### src/rtl/icetap_capture_ctrl_if.sv
// rtl/icetap_capture_ctrl_if.sv - command strobe and sample RAM write bus of the capture controller
interface icetap_capture_ctrl_if #(
  parameter int NR_SIGNALS    = 1,
  parameter int RAM_ADDR_BITS = 8
);
  logic                     cmd_valid;
  logic [1:0]               cmd;
  logic                     ram_wr_ena;
  logic [RAM_ADDR_BITS-1:0] ram_wr_addr;
  logic [NR_SIGNALS-1:0]    ram_wr_data;

  modport master (
    output cmd_valid,
    output cmd,
    input  ram_wr_ena,
    input  ram_wr_addr,
    input  ram_wr_data
  );

  modport slave (
    input  cmd_valid,
    input  cmd,
    output ram_wr_ena,
    output ram_wr_addr,
    output ram_wr_data
  );
endinterface

### src/rtl/icetap_capture_ctrl.sv
// rtl/icetap_capture_ctrl.sv - logic-analyzer capture FSM driving a circular sample RAM
module icetap_capture_ctrl #(
  parameter int NR_SIGNALS    = 1,
  parameter int RAM_ADDR_BITS = 8
) (
  input  logic                     clk,
  input  logic                     reset_n,
  input  logic [NR_SIGNALS-1:0]    signals,
  input  logic [NR_SIGNALS-1:0]    store_mask,
  input  logic [NR_SIGNALS-1:0]    trigger_mask,
  input  logic [NR_SIGNALS-1:0]    trigger_value,
  input  logic [RAM_ADDR_BITS-1:0] post_trig_cnt,
  icetap_capture_ctrl_if.slave     bus,
  output logic [2:0]               state,
  output logic [RAM_ADDR_BITS-1:0] trigger_addr,
  output logic                     wrapped,
  output logic                     busy
);

  typedef enum logic [2:0] {
    ST_IDLE      = 3'd0,
    ST_ARMED     = 3'd1,
    ST_POST_TRIG = 3'd2,
    ST_DONE      = 3'd3
  } state_t;

  localparam logic [1:0] CMD_START = 2'd1;
  localparam logic [1:0] CMD_STOP  = 2'd2;
  localparam logic [1:0] CMD_CLEAR = 2'd3;

  state_t                   state_q;
  state_t                   state_d;
  logic [RAM_ADDR_BITS-1:0] wr_ptr;
  logic [RAM_ADDR_BITS-1:0] remain;
  logic [NR_SIGNALS-1:0]    prev_signals;
  logic                     store_hit;
  logic                     trig_hit;
  logic                     cmd_start;
  logic                     cmd_stop;
  logic                     cmd_clear;
  logic                     cmd_any;
  logic                     capturing;
  logic                     wr_ena;

  assign cmd_start = bus.cmd_valid && (bus.cmd == CMD_START);
  assign cmd_stop  = bus.cmd_valid && (bus.cmd == CMD_STOP);
  assign cmd_clear = bus.cmd_valid && (bus.cmd == CMD_CLEAR);
  // Any real command owns its cycle, so no sample is written alongside it.
  assign cmd_any   = cmd_start || cmd_stop || cmd_clear;

  assign store_hit = (store_mask == '0) || (((signals ^ prev_signals) & store_mask) != '0);
  assign trig_hit  = ((signals ^ trigger_value) & trigger_mask) == '0;
  assign capturing = (state_q == ST_ARMED) || (state_q == ST_POST_TRIG);

  always_ff @(posedge clk or negedge reset_n) begin
    if (!reset_n) begin
      state_q <= ST_IDLE;
    end else begin
      state_q <= state_d;
    end
  end

  always_comb begin
    state_d = state_q;
    if (cmd_clear) begin
      state_d = ST_IDLE;
    end else if (cmd_start) begin
      state_d = ST_ARMED;
    end else if (cmd_stop && capturing) begin
      state_d = ST_DONE;
    end else begin
      case (state_q)
        ST_ARMED: begin
          if (trig_hit) begin
            state_d = (post_trig_cnt == '0) ? ST_DONE : ST_POST_TRIG;
          end
        end
        ST_POST_TRIG: begin
          if (store_hit && (remain == RAM_ADDR_BITS'(1))) begin
            state_d = ST_DONE;
          end
        end
        default: state_d = state_q;
      endcase
    end
  end

  always_comb begin
    wr_ena = 1'b0;
    if (!cmd_any) begin
      case (state_q)
        ST_ARMED:     wr_ena = store_hit || trig_hit;
        ST_POST_TRIG: wr_ena = store_hit;
        default:      wr_ena = 1'b0;
      endcase
    end
  end

  always_ff @(posedge clk or negedge reset_n) begin
    if (!reset_n) begin
      wr_ptr       <= '0;
      trigger_addr <= '0;
      wrapped      <= 1'b0;
      remain       <= '0;
      prev_signals <= '0;
    end else begin
      prev_signals <= signals;
      if (cmd_clear) begin
        wr_ptr       <= '0;
        trigger_addr <= '0;
        wrapped      <= 1'b0;
        remain       <= '0;
      end else if (cmd_start) begin
        wr_ptr       <= '0;
        trigger_addr <= '0;
        wrapped      <= 1'b0;
      end else if (wr_ena) begin
        wr_ptr <= wr_ptr + RAM_ADDR_BITS'(1);
        if (wr_ptr == '1) begin
          wrapped <= 1'b1;
        end
        // The trigger sample latches the post-trigger budget; later edits are ignored.
        if ((state_q == ST_ARMED) && trig_hit) begin
          trigger_addr <= wr_ptr;
          remain       <= post_trig_cnt;
        end else if (state_q == ST_POST_TRIG) begin
          remain <= remain - RAM_ADDR_BITS'(1);
        end
      end
    end
  end

  assign bus.ram_wr_ena  = wr_ena;
  assign bus.ram_wr_addr = wr_ptr;
  assign bus.ram_wr_data = signals;
  assign state           = state_q;
  assign busy            = capturing;

endmodule
### src/flat_wrapper.sv
// flat-port wrapper written by rule: the top's interface ports become plain ports
module icetap_capture_ctrl_flat 
#(
  parameter int NR_SIGNALS    = 1,
  parameter int RAM_ADDR_BITS = 8
)
  (clk, reset_n, signals, store_mask, trigger_mask, trigger_value, post_trig_cnt, state, trigger_addr, wrapped, busy, bus_cmd_valid, bus_cmd, bus_ram_wr_ena, bus_ram_wr_addr, bus_ram_wr_data);
  icetap_capture_ctrl_if #(.NR_SIGNALS(NR_SIGNALS), .RAM_ADDR_BITS(RAM_ADDR_BITS)) bus_i ();
  input  logic clk;
  input  logic reset_n;
  input  logic [NR_SIGNALS-1:0] signals;
  input  logic [NR_SIGNALS-1:0] store_mask;
  input  logic [NR_SIGNALS-1:0] trigger_mask;
  input  logic [NR_SIGNALS-1:0] trigger_value;
  input  logic [RAM_ADDR_BITS-1:0] post_trig_cnt;
  output logic [2:0] state;
  output logic [RAM_ADDR_BITS-1:0] trigger_addr;
  output logic wrapped;
  output logic busy;
  input wire logic [$bits(bus_i.cmd_valid)-1:0] bus_cmd_valid;
  input wire logic [$bits(bus_i.cmd)-1:0] bus_cmd;
  output wire logic [$bits(bus_i.ram_wr_ena)-1:0] bus_ram_wr_ena;
  output wire logic [$bits(bus_i.ram_wr_addr)-1:0] bus_ram_wr_addr;
  output wire logic [$bits(bus_i.ram_wr_data)-1:0] bus_ram_wr_data;
  assign bus_i.cmd_valid = bus_cmd_valid;
  assign bus_i.cmd = bus_cmd;
  assign bus_ram_wr_ena = bus_i.ram_wr_ena;
  assign bus_ram_wr_addr = bus_i.ram_wr_addr;
  assign bus_ram_wr_data = bus_i.ram_wr_data;
  icetap_capture_ctrl #(.NR_SIGNALS(NR_SIGNALS), .RAM_ADDR_BITS(RAM_ADDR_BITS)) u_core (.clk(clk), .reset_n(reset_n), .signals(signals), .store_mask(store_mask), .trigger_mask(trigger_mask), .trigger_value(trigger_value), .post_trig_cnt(post_trig_cnt), .bus(bus_i), .state(state), .trigger_addr(trigger_addr), .wrapped(wrapped), .busy(busy));
endmodule
### config.mk
export PLATFORM = sky130hd
export DESIGN_NAME = icetap_capture_ctrl_flat
export DESIGN_NICKNAME = d
export VERILOG_FILES = /design/src/rtl/icetap_capture_ctrl_if.sv /design/src/rtl/icetap_capture_ctrl.sv /design/src/flat_wrapper.sv
export SDC_FILE = /design/constraint.sdc
export NUM_CORES = 1
export LEC_CHECK = 0
export ABC_AREA = 1
export BUFFER_PORTS_ARGS = -buffer_cell sky130_fd_sc_hd__buf_2
export CAP_MARGIN = 20
export CORE_MARGIN = 5
export CORE_UTILIZATION = 54
export DETAILED_ROUTE_END_ITERATION = 16
export GPL_TIMING_DRIVEN = 0
export PLACE_DENSITY = 0.82
export RECOVER_POWER = 50
export SLEW_MARGIN = 20
export SYNTH_ARGS = -nofsm -noshare
export SYNTH_HDL_FRONTEND = slang
export SYNTH_SLANG_ARGS = --single-unit
### constraint.sdc
create_clock -name clk -period 1.9 [get_ports clk]
set_input_delay 0.095 -clock clk [delete_from_list [all_inputs] [get_ports clk]]
set_output_delay 0.095 -clock clk [all_outputs]
set_load 0.01 [all_outputs]
==> results.rst <==
.. list-table::
   :header-rows: 1

   * - Metric
     - Value
   * - Result of the run
     - complete, no violations
   * - Kind of capture point of the worst setup path
     - primary output
   * - Global-route wire length before repair
     - 7.36 mm
   * - Synth async-reset ratio
     - 1.00
   * - Area of the multi-input gates
     - 977 sq um
   * - Highest net fanout along the worst path
     - 4
   * - Main combinational cell family by area after synthesis
     - simple AND/OR/NAND/NOR gates
   * - Net Count, Synth
     - 279
   * - Clk Latency, worst-skew pair
     - 0.33 ns
   * - HPWL reported at the end of detailed placement
     - 3.27 mm
   * - Synth top area share
     - 0.382
   * - Count of endpoints failing setup in the final report
     - 0
   * - Vias
     - 1812
   * - Cell at the slowest stage of the critical path
     - sky130_fd_sc_hd__dfrtp_1
   * - Final net count
     - 327
   * - Clock-pin slew reported for the worst setup and hold paths after clock tree synthesis
     - 0.15 ns
   * - Synth area leaders
     - sky130_fd_sc_hd__dfrtp_1, sky130_fd_sc_hd__nand2_1, sky130_fd_sc_hd__nand3_1
   * - IO buf count
     - 38
   * - Clock sink total
     - 28
   * - Commonest cells in the netlist
     - sky130_fd_sc_hd__nand2_1, sky130_fd_sc_hd__inv_1, sky130_fd_sc_hd__nand3_1
   * - Synth cell types
     - 25
   * - Total count of hold-check failures in the final report
     - 0
   * - Post-synthesis cell count
     - 257
   * - Num rows
     - 21
   * - Crit-path cells
     - inv_1, ha_4, inv_2, nand2_2, nor2_4, nand3_4, nand2_8, buf_6
   * - Most frequent cell after synthesis
     - sky130_fd_sc_hd__nand2_1
   * - Clock tree skew after final layout
     - 0.00635 ns
   * - Worst Path Required
     - 1.80 ns
   * - Max incr delay on CP
     - 0.44 ns
   * - Via count of the first global-routing pass
     - 1623
   * - Fill cell total of the finished layout
     - 303
   * - Worst path buffer plus inverter count
     - 3
   * - Arrival time reported for the critical path endpoint
     - 1.70 ns
   * - Cell at the root of the clock tree
     - sky130_fd_sc_hd__clkbuf_4
   * - Peak ir drop on the vdd network
     - 0.982 mV
   * - GRT Overall Usage
     - 0.207
   * - Portion of the post-synthesis area used by sequential elements
     - 0.382
   * - Horizontal extent of the die
     - 68.3 microns
   * - Area fraction in and, or, nand and nor cells after synthesis
     - 0.386
   * - Primary flip-flop cell chosen by synthesis mapping
     - sky130_fd_sc_hd__dfrtp_1
   * - Max_slew headroom
     - 0.584
   * - Area delta synth->final
     - 21.3%
   * - Worst path top cell family by delay
     - simple AND/OR/NAND/NOR gates
   * - Post-DRT Antenna Nets
     - 0
   * - CTS H-Tree Depth
     - 1
   * - Tightest Hold Check Type
     - in -> reg
   * - Setup TNS
     - 0 ns
   * - Mapped cell area
     - 1840 sq um
   * - Flip-flop and latch count after synthesis
     - 28
   * - Actual slew at the worst max-slew pin
     - 0.624 ns
   * - Routability-driven placement congestion ratio
     - 0.944
   * - Synth Area in Adders
     - 0.0341
   * - Number of antenna violations at the first check in global routing
     - 0
   * - TritonCTS clock tree
     - built
   * - Category of the worst setup path launch point
     - register
   * - Chip Height
     - 68.3 microns
   * - PwrDens
     - 1300 nW/um^2
   * - Grt total ovfl
     - 0
   * - Crit path time final
     - 1.80 ns
   * - Top cell type by total area after synthesis
     - sky130_fd_sc_hd__dfrtp_1
   * - Final routed DRC violation total
     - 0
   * - XOR/XNOR share of the synthesized area
     - 0.00954
   * - Per-cell via count in the routed design
     - 5.18
   * - RSZ-0062 raised after global routing
     - false
   * - Placeable core region
     - 3310 sq um
   * - Total clock buffers created by CTS
     - 3
   * - Number of enable flip-flop cells after synthesis
     - 0
   * - Fraction of final layout cells with drive strength greater than 1
     - 0.211
   * - Number of max-capacitance violations reported
     - 0
   * - Synthesized-area fraction occupied by ao, oa, aoi and oai cells
     - 0.0709
   * - Number of pins with negative max-slew slack in the final report
     - 0
   * - Full die area
     - 4660 sq um
   * - Antenna diode count
     - 0
   * - Routed wire per std cell
     - 12.6 microns
   * - Final worst path period share
     - 0.945
   * - Maximum operating frequency
     - 557 MHz
   * - TritonRoute pass-1 iters
     - 5
   * - Overall Power
     - 2.90 mW
   * - Classification of the worst setup path
     - reg -> out
   * - Yosys Warn Count
     - 0
   * - P_leak
     - 1.17 nW
   * - Register area
     - 702 sq um
   * - Pin count of the biggest net entering global routing
     - 29
   * - Syn Area/Cell
     - 7.14 sq um
   * - Effective utilization at floorplan
     - 0.554
   * - Top Ports
     - 40
   * - Buffer depth of the longest clock path
     - 2
   * - Count of routing violations after the opening detailed-route iteration
     - 166
   * - Share of cell area taken by muxes after synthesis
     - 0
   * - Post-detailed-routing wire length
     - 4.40 mm
metal layers:
metal  GRT usage  up-vias  share of wire
met2       0.343       62           0.49
met4      0.0471        0         0.0089
li1            -      920              -
met5           0        -              0
met3      0.0427        4          0.057
met1       0.278      826           0.45
registers in the layout, summed over array words and instances (netlist names):
register / count
u_core.bus.ram_wr_addr: 8
u_core.remain: 8
u_core.trigger_addr: 8
u_core.state: 2
u_core.prev_signals: 1
u_core.wrapped: 1
area by class of cell:
cell class / instances / share of cell area
plain buffers: 6 / 0.0174
clock buffers: 3 / 0.0101
clock inverters: 1 / 0.0135
inverters: 44 / 0.0742
multi-input cells: 178 / 0.439
flip-flops and latches: 28 / 0.315
well taps: 46 / 0.0259
repair buffers: 44 / 0.105
logic make-up after synthesis:
logic type	Yosys count
compound gates	26
other cells	1
fa+ha+maj	5
flops	28
simple gates	144
xor+xnor	2
buf+inv	51
per-stage QoR:
stage / util / cells / setup WS [ns] / instance area, sq um / hold WS [ns]
2_1_floorplan: - / 257 / 0.230 / 1840 / -0.201
3_3_place_gp: 0.629 / 341 / 0.180 / 2080 / 0.149
3_5_place_dp: 0.629 / 341 / 0.169 / 2080 / 0.146
4_1_cts: 0.660 / 348 / 0.0321 / 2190 / 0.115
5_1_grt: 0.672 / 350 / 0.0153 / 2230 / 0.139
6_report: 0.672 / 350 / 0.104 / 2230 / 0.120
worst reg2reg max path, cell delays in order (launching register included):
cell,delay (ns)
sky130_fd_sc_hd__dfrtp_1,0.44
sky130_fd_sc_hd__inv_1,0.10
sky130_fd_sc_hd__ha_4,0.20
sky130_fd_sc_hd__inv_2,0.07
sky130_fd_sc_hd__nand2_2,0.07
sky130_fd_sc_hd__nor2_4,0.15
sky130_fd_sc_hd__nand3_4,0.12
sky130_fd_sc_hd__buf_4,0.20
sky130_fd_sc_hd__nand3_2,0.12
sky130_fd_sc_hd__inv_2,0.07
sky130_fd_sc_hd__nand2_1,0.08
sky130_fd_sc_hd__o21ai_1,0.07
path summary, 6_finish.rpt:
check / from / end / slack [ns] / depth (start not counted)
hold / removal: post_trig_cnt[1] / u_core.remain[1] / 0.12 / 4
min in group asynchronous: reset_n / u_core.trigger_addr[7] / 0.29 / 2
setup / recovery: u_core.state[0] / bus_ram_wr_ena / 0.10 / 8
max in group asynchronous: reset_n / u_core.state[1] / 1.17 / 2
setup reg to reg: u_core.state[0] / u_core.bus.ram_wr_addr[5] / 0.13 / 11
hold reg to reg: u_core.remain[1] / u_core.remain[1] / 0.53 / 2
cells in the final DEF (no fill, tap or decap), drive strengths merged:
master,count
nand4,10
dfrtp,28
buf,36
bufinv,1
conb,1
nand3,40
nor2,21
ha,5
nand2,64
clkbuf,15
inv,44
xor2,2
nor3,5
dlygate4sd3,2
nand3b,2
o21ai,19
or2,1
a21oi,7
nor3b,1
power breakdown:
part	switching, mW	internal (mW)
clock network	0.180	0.213
registers	0.183	0.747
logic	0.962	0.619
total	1.32	1.58
repair_timing:
action / 4_1_cts / 5_1_grt
gates resized for setup: 4 / 8
hold buffers: 2 / 0
endpoints found under the setup margin: 1 / 14
endpoints found under the hold margin: 29 / 0
pin swaps: 2 / 4
buffers inserted: 2 / 2
(Power assumes the default switching activity.)
